`src/rtl/ipv4_tx_framer_pkg.sv`:
```
// Shared definitions for the IPv4 transmit framer.
//   state_t    : framer FSM states
//   HDR_WORDS  : 16-bit words in an option-less IPv4 header
//   HDR_BYTES  : header length in bytes
//   CSUM_LAT   : cycles from latched fields to a valid checksum
//   VER_IHL    : version 4, IHL 5, TOS 0
package ipv4_tx_framer_pkg;

  typedef enum logic [1:0] {
    ST_IDLE    = 2'd0,
    ST_CSUM    = 2'd1,
    ST_HDR     = 2'd2,
    ST_PAYLOAD = 2'd3
  } state_t;

  localparam int unsigned HDR_WORDS  = 10;
  localparam int unsigned HDR_BYTES  = 2 * HDR_WORDS;
  localparam int unsigned CSUM_LAT   = 3;
  localparam logic [15:0] VER_IHL    = 16'h4500;
  localparam logic [15:0] IP_HDR_LEN = 16'd20;

  // Big-endian byte select within a header word.
  function automatic logic [7:0] word_byte(input logic [15:0] w, input logic lo);
    return lo ? w[7:0] : w[15:8];
  endfunction

endpackage

```
`src/rtl/ipv4_hdr_csum.sv`:
```
// IPv4 header checksum, three register stages.
//   clk, rst_n : clock, synchronous active-low reset
//   fields     : the nine header words other than the checksum itself
//   csum       : ~(ones'-complement sum of fields), valid CSUM_LAT cycles
//                after fields settle
module ipv4_hdr_csum
  import ipv4_tx_framer_pkg::*;
(
  input  logic        clk,
  input  logic        rst_n,
  input  logic [15:0] fields [HDR_WORDS-1],
  output logic [15:0] csum
);

  logic [16:0] pair_q [5];
  logic [19:0] total_q;
  logic [16:0] fold1;
  logic [15:0] fold2;

  // Two folds are enough: the first leaves at most 0x1000E, whose carry
  // cannot ripple again once added back.
  always_comb begin
    fold1 = {1'b0, total_q[15:0]} + {13'b0, total_q[19:16]};
    fold2 = fold1[15:0] + {15'b0, fold1[16]};
  end

  always_ff @(posedge clk) begin
    if (!rst_n) begin
      for (int unsigned i = 0; i < 5; i++) pair_q[i] <= '0;
      total_q <= '0;
      csum    <= '0;
    end else begin
      for (int unsigned i = 0; i < 4; i++)
        pair_q[i] <= {1'b0, fields[2*i]} + {1'b0, fields[2*i+1]};
      pair_q[4] <= {1'b0, fields[8]};
      total_q   <= {3'b0, pair_q[0]} + {3'b0, pair_q[1]} + {3'b0, pair_q[2]}
                 + {3'b0, pair_q[3]} + {3'b0, pair_q[4]};
      csum      <= ~fold2;
    end
  end

endmodule

```
`src/rtl/ipv4_tx_framer.sv`:
```
// IPv4 transmit framer: prepends a 20-byte IPv4 header to an L4 byte stream.
//   clk, rst_n          : clock, synchronous active-low reset
//   start, start_ready  : packet request handshake (ready only when idle)
//   l4_len, src_ip, dst_ip : header fields sampled when a request is accepted
//   s_data/s_valid/s_last/s_ready : L4 byte stream in
//   m_data/m_valid/m_last/m_ready : IPv4 byte stream out
module ipv4_tx_framer
  import ipv4_tx_framer_pkg::*;
#(
  parameter logic [15:0] ID         = 16'h0000,
  parameter logic [15:0] FLAGS_FRAG = 16'h4000,
  parameter logic [7:0]  TTL        = 8'h40,
  parameter logic [7:0]  PROTOCOL   = 8'h11
) (
  input  logic        clk,
  input  logic        rst_n,
  input  logic        start,
  output logic        start_ready,
  input  logic [15:0] l4_len,
  input  logic [31:0] src_ip,
  input  logic [31:0] dst_ip,
  input  logic [7:0]  s_data,
  input  logic        s_valid,
  input  logic        s_last,
  output logic        s_ready,
  output logic [7:0]  m_data,
  output logic        m_valid,
  output logic        m_last,
  input  logic        m_ready
);

  localparam logic [1:0] CSUM_LOAD = 2'(CSUM_LAT - 1);
  localparam logic [4:0] LAST_IDX  = 5'(HDR_BYTES - 1);

  state_t      state_q, state_d;
  logic [1:0]  cnt_q;
  logic [4:0]  hdr_idx_q;
  logic [7:0]  m_data_q;
  logic [15:0] total_len_q;
  logic [31:0] src_q, dst_q;

  logic [15:0] csum;
  logic [15:0] csum_in [HDR_WORDS-1];
  logic [15:0] hdr_w   [HDR_WORDS];
  logic [4:0]  next_idx;
  logic [7:0]  next_byte;

  // Checksum inputs are taken straight from the latched fields rather than
  // from hdr_w, so the registered checksum never feeds back into itself.
  always_comb begin
    csum_in[0] = VER_IHL;
    csum_in[1] = total_len_q;
    csum_in[2] = ID;
    csum_in[3] = FLAGS_FRAG;
    csum_in[4] = {TTL, PROTOCOL};
    csum_in[5] = src_q[31:16];
    csum_in[6] = src_q[15:0];
    csum_in[7] = dst_q[31:16];
    csum_in[8] = dst_q[15:0];
  end

  ipv4_hdr_csum u_csum (
    .clk    (clk),
    .rst_n  (rst_n),
    .fields (csum_in),
    .csum   (csum)
  );

  always_comb begin
    hdr_w[0] = VER_IHL;
    hdr_w[1] = total_len_q;
    hdr_w[2] = ID;
    hdr_w[3] = FLAGS_FRAG;
    hdr_w[4] = {TTL, PROTOCOL};
    hdr_w[5] = csum;
    hdr_w[6] = src_q[31:16];
    hdr_w[7] = src_q[15:0];
    hdr_w[8] = dst_q[31:16];
    hdr_w[9] = dst_q[15:0];
  end

  // m_data is registered in HDR, so the byte after the current one is
  // preloaded on each header transfer.
  always_comb begin
    next_idx  = hdr_idx_q + 5'd1;
    next_byte = '0;
    if (next_idx < 5'(HDR_BYTES))
      next_byte = word_byte(hdr_w[next_idx[4:1]], next_idx[0]);
  end

  always_comb begin
    state_d     = state_q;
    start_ready = 1'b0;
    s_ready     = 1'b0;
    m_valid     = 1'b0;
    m_last      = 1'b0;
    m_data      = m_data_q;
    unique case (state_q)
      ST_IDLE: begin
        start_ready = 1'b1;
        if (start) state_d = ST_CSUM;
      end
      ST_CSUM: begin
        if (cnt_q == '0) state_d = ST_HDR;
      end
      ST_HDR: begin
        m_valid = 1'b1;
        if (m_ready && hdr_idx_q == LAST_IDX) state_d = ST_PAYLOAD;
      end
      ST_PAYLOAD: begin
        m_data  = s_data;
        m_valid = s_valid;
        m_last  = s_last;
        s_ready = m_ready;
        if (s_valid && m_ready && s_last) state_d = ST_IDLE;
      end
      default: state_d = ST_IDLE;
    endcase
  end

  always_ff @(posedge clk) begin
    if (!rst_n) begin
      state_q     <= ST_IDLE;
      cnt_q       <= '0;
      hdr_idx_q   <= '0;
      m_data_q    <= '0;
      total_len_q <= '0;
      src_q       <= '0;
      dst_q       <= '0;
    end else begin
      state_q <= state_d;
      unique case (state_q)
        ST_IDLE: begin
          if (start) begin
            total_len_q <= l4_len + IP_HDR_LEN;
            src_q       <= src_ip;
            dst_q       <= dst_ip;
            cnt_q       <= CSUM_LOAD;
          end
        end
        ST_CSUM: begin
          if (cnt_q != '0) begin
            cnt_q <= cnt_q - 2'd1;
          end else begin
            hdr_idx_q <= '0;
            m_data_q  <= word_byte(VER_IHL, 1'b0);
          end
        end
        ST_HDR: begin
          if (m_ready) begin
            if (hdr_idx_q == LAST_IDX) begin
              hdr_idx_q <= '0;
            end else begin
              hdr_idx_q <= next_idx;
              m_data_q  <= next_byte;
            end
          end
        end
        default: ;
      endcase
    end
  end

endmodule

```
`config.mk`:
```
export PLATFORM = sky130hd
export DESIGN_NAME = ipv4_tx_framer
export DESIGN_NICKNAME = d
export VERILOG_FILES = /design/src/rtl/ipv4_tx_framer_pkg.sv /design/src/rtl/ipv4_hdr_csum.sv /design/src/rtl/ipv4_tx_framer.sv
export SDC_FILE = /design/constraint.sdc
export NUM_CORES = 1
export LEC_CHECK = 0
export ABC_AREA = 0
export BUFFER_PORTS_ARGS = -buffer_cell sky130_fd_sc_hd__buf_2
export CAP_MARGIN = 10
export CORE_MARGIN = 2
export CORE_UTILIZATION = 48
export DETAILED_ROUTE_END_ITERATION = 7
export GPL_TIMING_DRIVEN = 1
export PLACE_DENSITY = 0.73
export REMOVE_ABC_BUFFERS = 1
export SYNTH_ARGS = -nofsm -noshare
export SYNTH_HDL_FRONTEND = slang
export SYNTH_SLANG_ARGS = --single-unit
```
`constraint.sdc`:
```
create_clock -name clk -period 3 [get_ports clk]
set_clock_uncertainty 0.1 [all_clocks]
set_input_delay 0.6 -clock clk [delete_from_list [all_inputs] [get_ports clk]]
set_output_delay 0.6 -clock clk [all_outputs]
set_load 0.02 [all_outputs]
```
==> results.json <==
{
  "outcome": "finished, violations left",
  "violations": "setup timing",
  "grt_pass1_vias": 9337,
  "drive_gt1_share_pct": 20.5,
  "dieArea_um2": 23700,
  "crit_buf_inv": 1,
  "grt_overflow_total": 0,
  "grt_first_pass_wirelength_um": 46900,
  "viasPerCell": 5.46,
  "clk_pin_slew_ns": 0.06,
  "clockBufferDepth": 3,
  "die_height_um": 154,
  "fin_ws_ns": -0.283,
  "start_util_pct": 49.2,
  "synth_cells": 1298,
  "async_flop_share_pct": 0,
  "crit_path_frequent_cell": "fa_1",
  "synth_seq_cells": 201,
  "reg2regPathDepth": 12,
  "synth_warnings": 0,
  "insertion_delay_ns": 0.52,
  "cp_top_family": "adder cells",
  "coreArea_um2": 22000,
  "fin_area_um2": 13100,
  "grt_max_degree": 70,
  "setup-tns-final_ns": -1.33,
  "gp_congestion": 0.980,
  "critPathMaxFanout": 3,
  "slowest_stage": "fa_1",
  "setup_viol": 9,
  "cts-buffers-inserted": 22,
  "worstPathRequired_ns": 3.28,
  "grt_usage_pct": 24.5,
  "die_w_um": 154,
  "worstSetupPathType": "flip-flop to flip-flop",
  "num_vias": 9425,
  "cts_num_sinks": 201,
  "final_util_pct": 59.8,
  "post-route-period-util_pct": 109,
  "power.density_nw_per_um2": 802,
  "rows": 54,
  "end_kind": "flip-flop",
  "syn-cell-area_um2": 10800,
  "finalMaxSlewViolations": 0,
  "seq_area_um2": 4030,
  "ant_nets": 0,
  "finalHoldViolCount": 0,
  "leakage_nw": 5.59,
  "cts_tree": "done",
  "cts.htree.levels": 1,
  "hp-class": "primary input to flip-flop",
  "fin_cells": 1726,
  "syn_to_final_growth_pct": 21.4,
  "place_inst": 1679,
  "min_from": "dst_ip[8]",
  "diodes": 0,
  "critical_path.cell_chain": "fa_1, fa_1, ha_2, inv_2, fa_2, nor2b_2, o21a_1, o21ai_2, a211o_1, a32oi_1, xnor2_1, nor2_1",
  "min_period_ns": 3.28,
  "wire_per_inst_um": 17.1,
  "drtIter0Drc": 550,
  "seq_area_frac_synth_pct": 37.2,
  "grt_antenna_before_repair": 0,
  "rsz0062_at_grt": "true",
  "drc": 0,
  "synth.avg_cell_area_um2": 8.33,
  "critPathLaunchType": "flip-flop",
  "portBuffers": 105,
  "hold_end": "dst_q[8]",
  "timing.fmax_mhz": 305,
  "multi_input_area_um2": 6520,
  "timing.rr.end": "u_csum.total_q[15]",
  "final_nets": 1616,
  "tightestPinTransition_ns": 0.654,
  "rr_startpoint": "u_csum.pair_q[0][35]",
  "maxSlewHeadroom_pct": 56.4,
  "total_power_mw": 10.5,
  "ir_worst_vdd_mv": 0.696,
  "r2r_slack_ns": -0.28,
  "whs_path_depth": 3,
  "first_pass_iters": 7,
  "root_buffer": "clkbuf_16",
  "fillers": 1893,
  "dp_hpwl_um": 21600,
  "synth_ff_type": "dfxtp_1",
  "routed_wl_um": 29500,
  "io_pins": 106,
  "ys_types": 61,
  "crit_arrival_ns": 3.57,
  "synth-edff-count": 0,
  "placed_area_um2": 11900,
  "cap_violations": 0,
  "cp_slowest_stage_delay_ns": 0.50
}
-- kinds of logic after synthesis --
| group | after synthesis | share of synthesized area [%] |
|---|---|---|
| AND/OR/NAND/NOR | 450 | 18.8 |
| AO/OA/AOI/OAI | 288 | 16.4 |
| flip-flops | 201 | 37.2 |
| buffers and inverters | 170 | 5.93 |
| adder cells (fa/ha/maj) | 88 | 12.6 |
| XOR/XNOR | 72 | 5.90 |
| multiplexers | 29 | 3.11 |
-- through the flow --
step	setup slack, ns	hold WS, ns
after floorplan	-0.376	0.334
after global routing	-0.377	0.200
final	-0.283	0.198
after CTS	-0.227	0.185
after detailed placement	-0.346	0.354
after global placement	-0.277	0.347
-- per-layer routing --
| layer | wire length, µm | up-vias | global-route usage [%] |
|---|---|---|---|
| li1 | - | 4637 | - |
| met1 | 13000 | 4468 | 32.1 |
| met2 | 13900 | 265 | 41.4 |
| met3 | 1720 | 55 | 3.83 |
| met4 | 869 | 0 | 8.28 |
| met5 | 0 | - | 0 |
-- flip-flops by register name, summed over array words and instances (netlist names), 5 cells and up --
register / flops
u_csum.pair_q: 68
dst_q: 32
src_q: 32
u_csum.total_q: 20
total_len_q: 16
u_csum.csum: 16
m_data_q: 8
hdr_idx_q: 5
-- worst max path at each step --
stage	cells past startpoint	end	slack [ns]	startpoint
3_5_place_dp	12	u_csum.total_q[15]	-0.35	u_csum.pair_q[0][1]
4_1_cts	12	u_csum.total_q[15]	-0.23	u_csum.pair_q[0][35]
2_1_floorplan	8	m_data_q[0]	-0.38	hdr_idx_q[0]
6_report	12	u_csum.total_q[15]	-0.28	u_csum.pair_q[0][35]
5_1_grt	12	u_csum.total_q[15]	-0.38	u_csum.pair_q[0][35]
3_3_place_gp	12	u_csum.total_q[17]	-0.28	u_csum.pair_q[0][1]
-- synth_stat cells, drive strengths merged, types with 4 or more instances --
cell | number | area (µm²)
nand4 | 9 | 56.3
o2111ai | 7 | 61.3
fa | 35 | 701
nand3 | 20 | 100
mux2i | 10 | 100
inv | 107 | 402
nor2 | 145 | 547
xor2 | 42 | 375
or3 | 6 | 37.5
buf | 4 | 17.5
and3 | 10 | 62.6
clkbuf | 58 | 218
dfxtp | 201 | 4020
o21a | 7 | 52.6
and4 | 6 | 52.6
nand2 | 164 | 616
o22ai | 5 | 31.3
a211o | 5 | 43.8
a41oi | 5 | 43.8
a211oi | 18 | 140
mux2 | 17 | 191
xnor2 | 30 | 263
a22oi | 5 | 37.5
a21o | 12 | 90.1
nor3 | 17 | 90.1
o21ai | 67 | 335
nor2b | 10 | 62.6
nand2b | 11 | 68.8
ha | 53 | 663
a221oi | 14 | 123
a21oi | 112 | 561
and2 | 38 | 238
nor4 | 5 | 31.3
a31oi | 6 | 37.5
-- where the power goes --
group          internal, mW  total (mW)  switching (mW)
registers              3.27        3.80           0.535
logic                  1.76        3.99            2.23
clock network          1.66        2.74            1.07
-- cells in the final DEF, fill, tap and decap left out, types with 6 or more instances in the layout --
master | synthesis | routed
clkbuf_16 | 0 | 23
a211oi_1 | 17 | 17
o21a_1 | 7 | 7
xor2_1 | 41 | 40
mux2i_1 | 10 | 10
a21oi_2 | 0 | 8
and2_1 | 38 | 37
inv_1 | 107 | 102
nand3_1 | 20 | 19
or3_1 | 6 | 6
dfxtp_2 | 0 | 6
dfxtp_1 | 201 | 195
buf_4 | 0 | 64
a21oi_1 | 112 | 102
xnor2_1 | 30 | 28
nor2_1 | 144 | 141
and4_1 | 6 | 6
nor2b_1 | 10 | 9
fa_1 | 35 | 32
mux2_2 | 15 | 15
nand2b_1 | 11 | 11
nand4_1 | 9 | 9
nand2_1 | 164 | 162
a221oi_1 | 14 | 13
o21ai_1 | 5 | 6
buf_2 | 2 | 105
ha_4 | 0 | 11
a21o_1 | 12 | 12
o21ai_0 | 62 | 58
and3_1 | 10 | 10
nor3_1 | 16 | 15
ha_1 | 53 | 39
o2111ai_1 | 7 | 6
-- tightest hold or removal path: cells and delay by family --
kind	cells	cell delay (ns)
AND/OR/NAND/NOR	2	0.09
buffers and inverters	1	0.07
-- cell type report --
cell class | instances | share of cell area, %
clock buffer | 31 | 4.92
clock inverter | 5 | 0.629
inverter | 108 | 3.11
multi-input combinational | 927 | 49.7
sequential | 201 | 30.7
tap | 280 | 2.67
timing repair buffer | 174 | 8.29
-- timing repair --
item                                    CTS  global route
pin swaps                                31            31
gates resized for setup                  36            41
hold endpoints to repair                  0             0
setup buffers                             5             6
endpoints found under the setup margin   20            25
hold buffers                              0             0
Note: power is estimated with default switching activity, not from simulation.
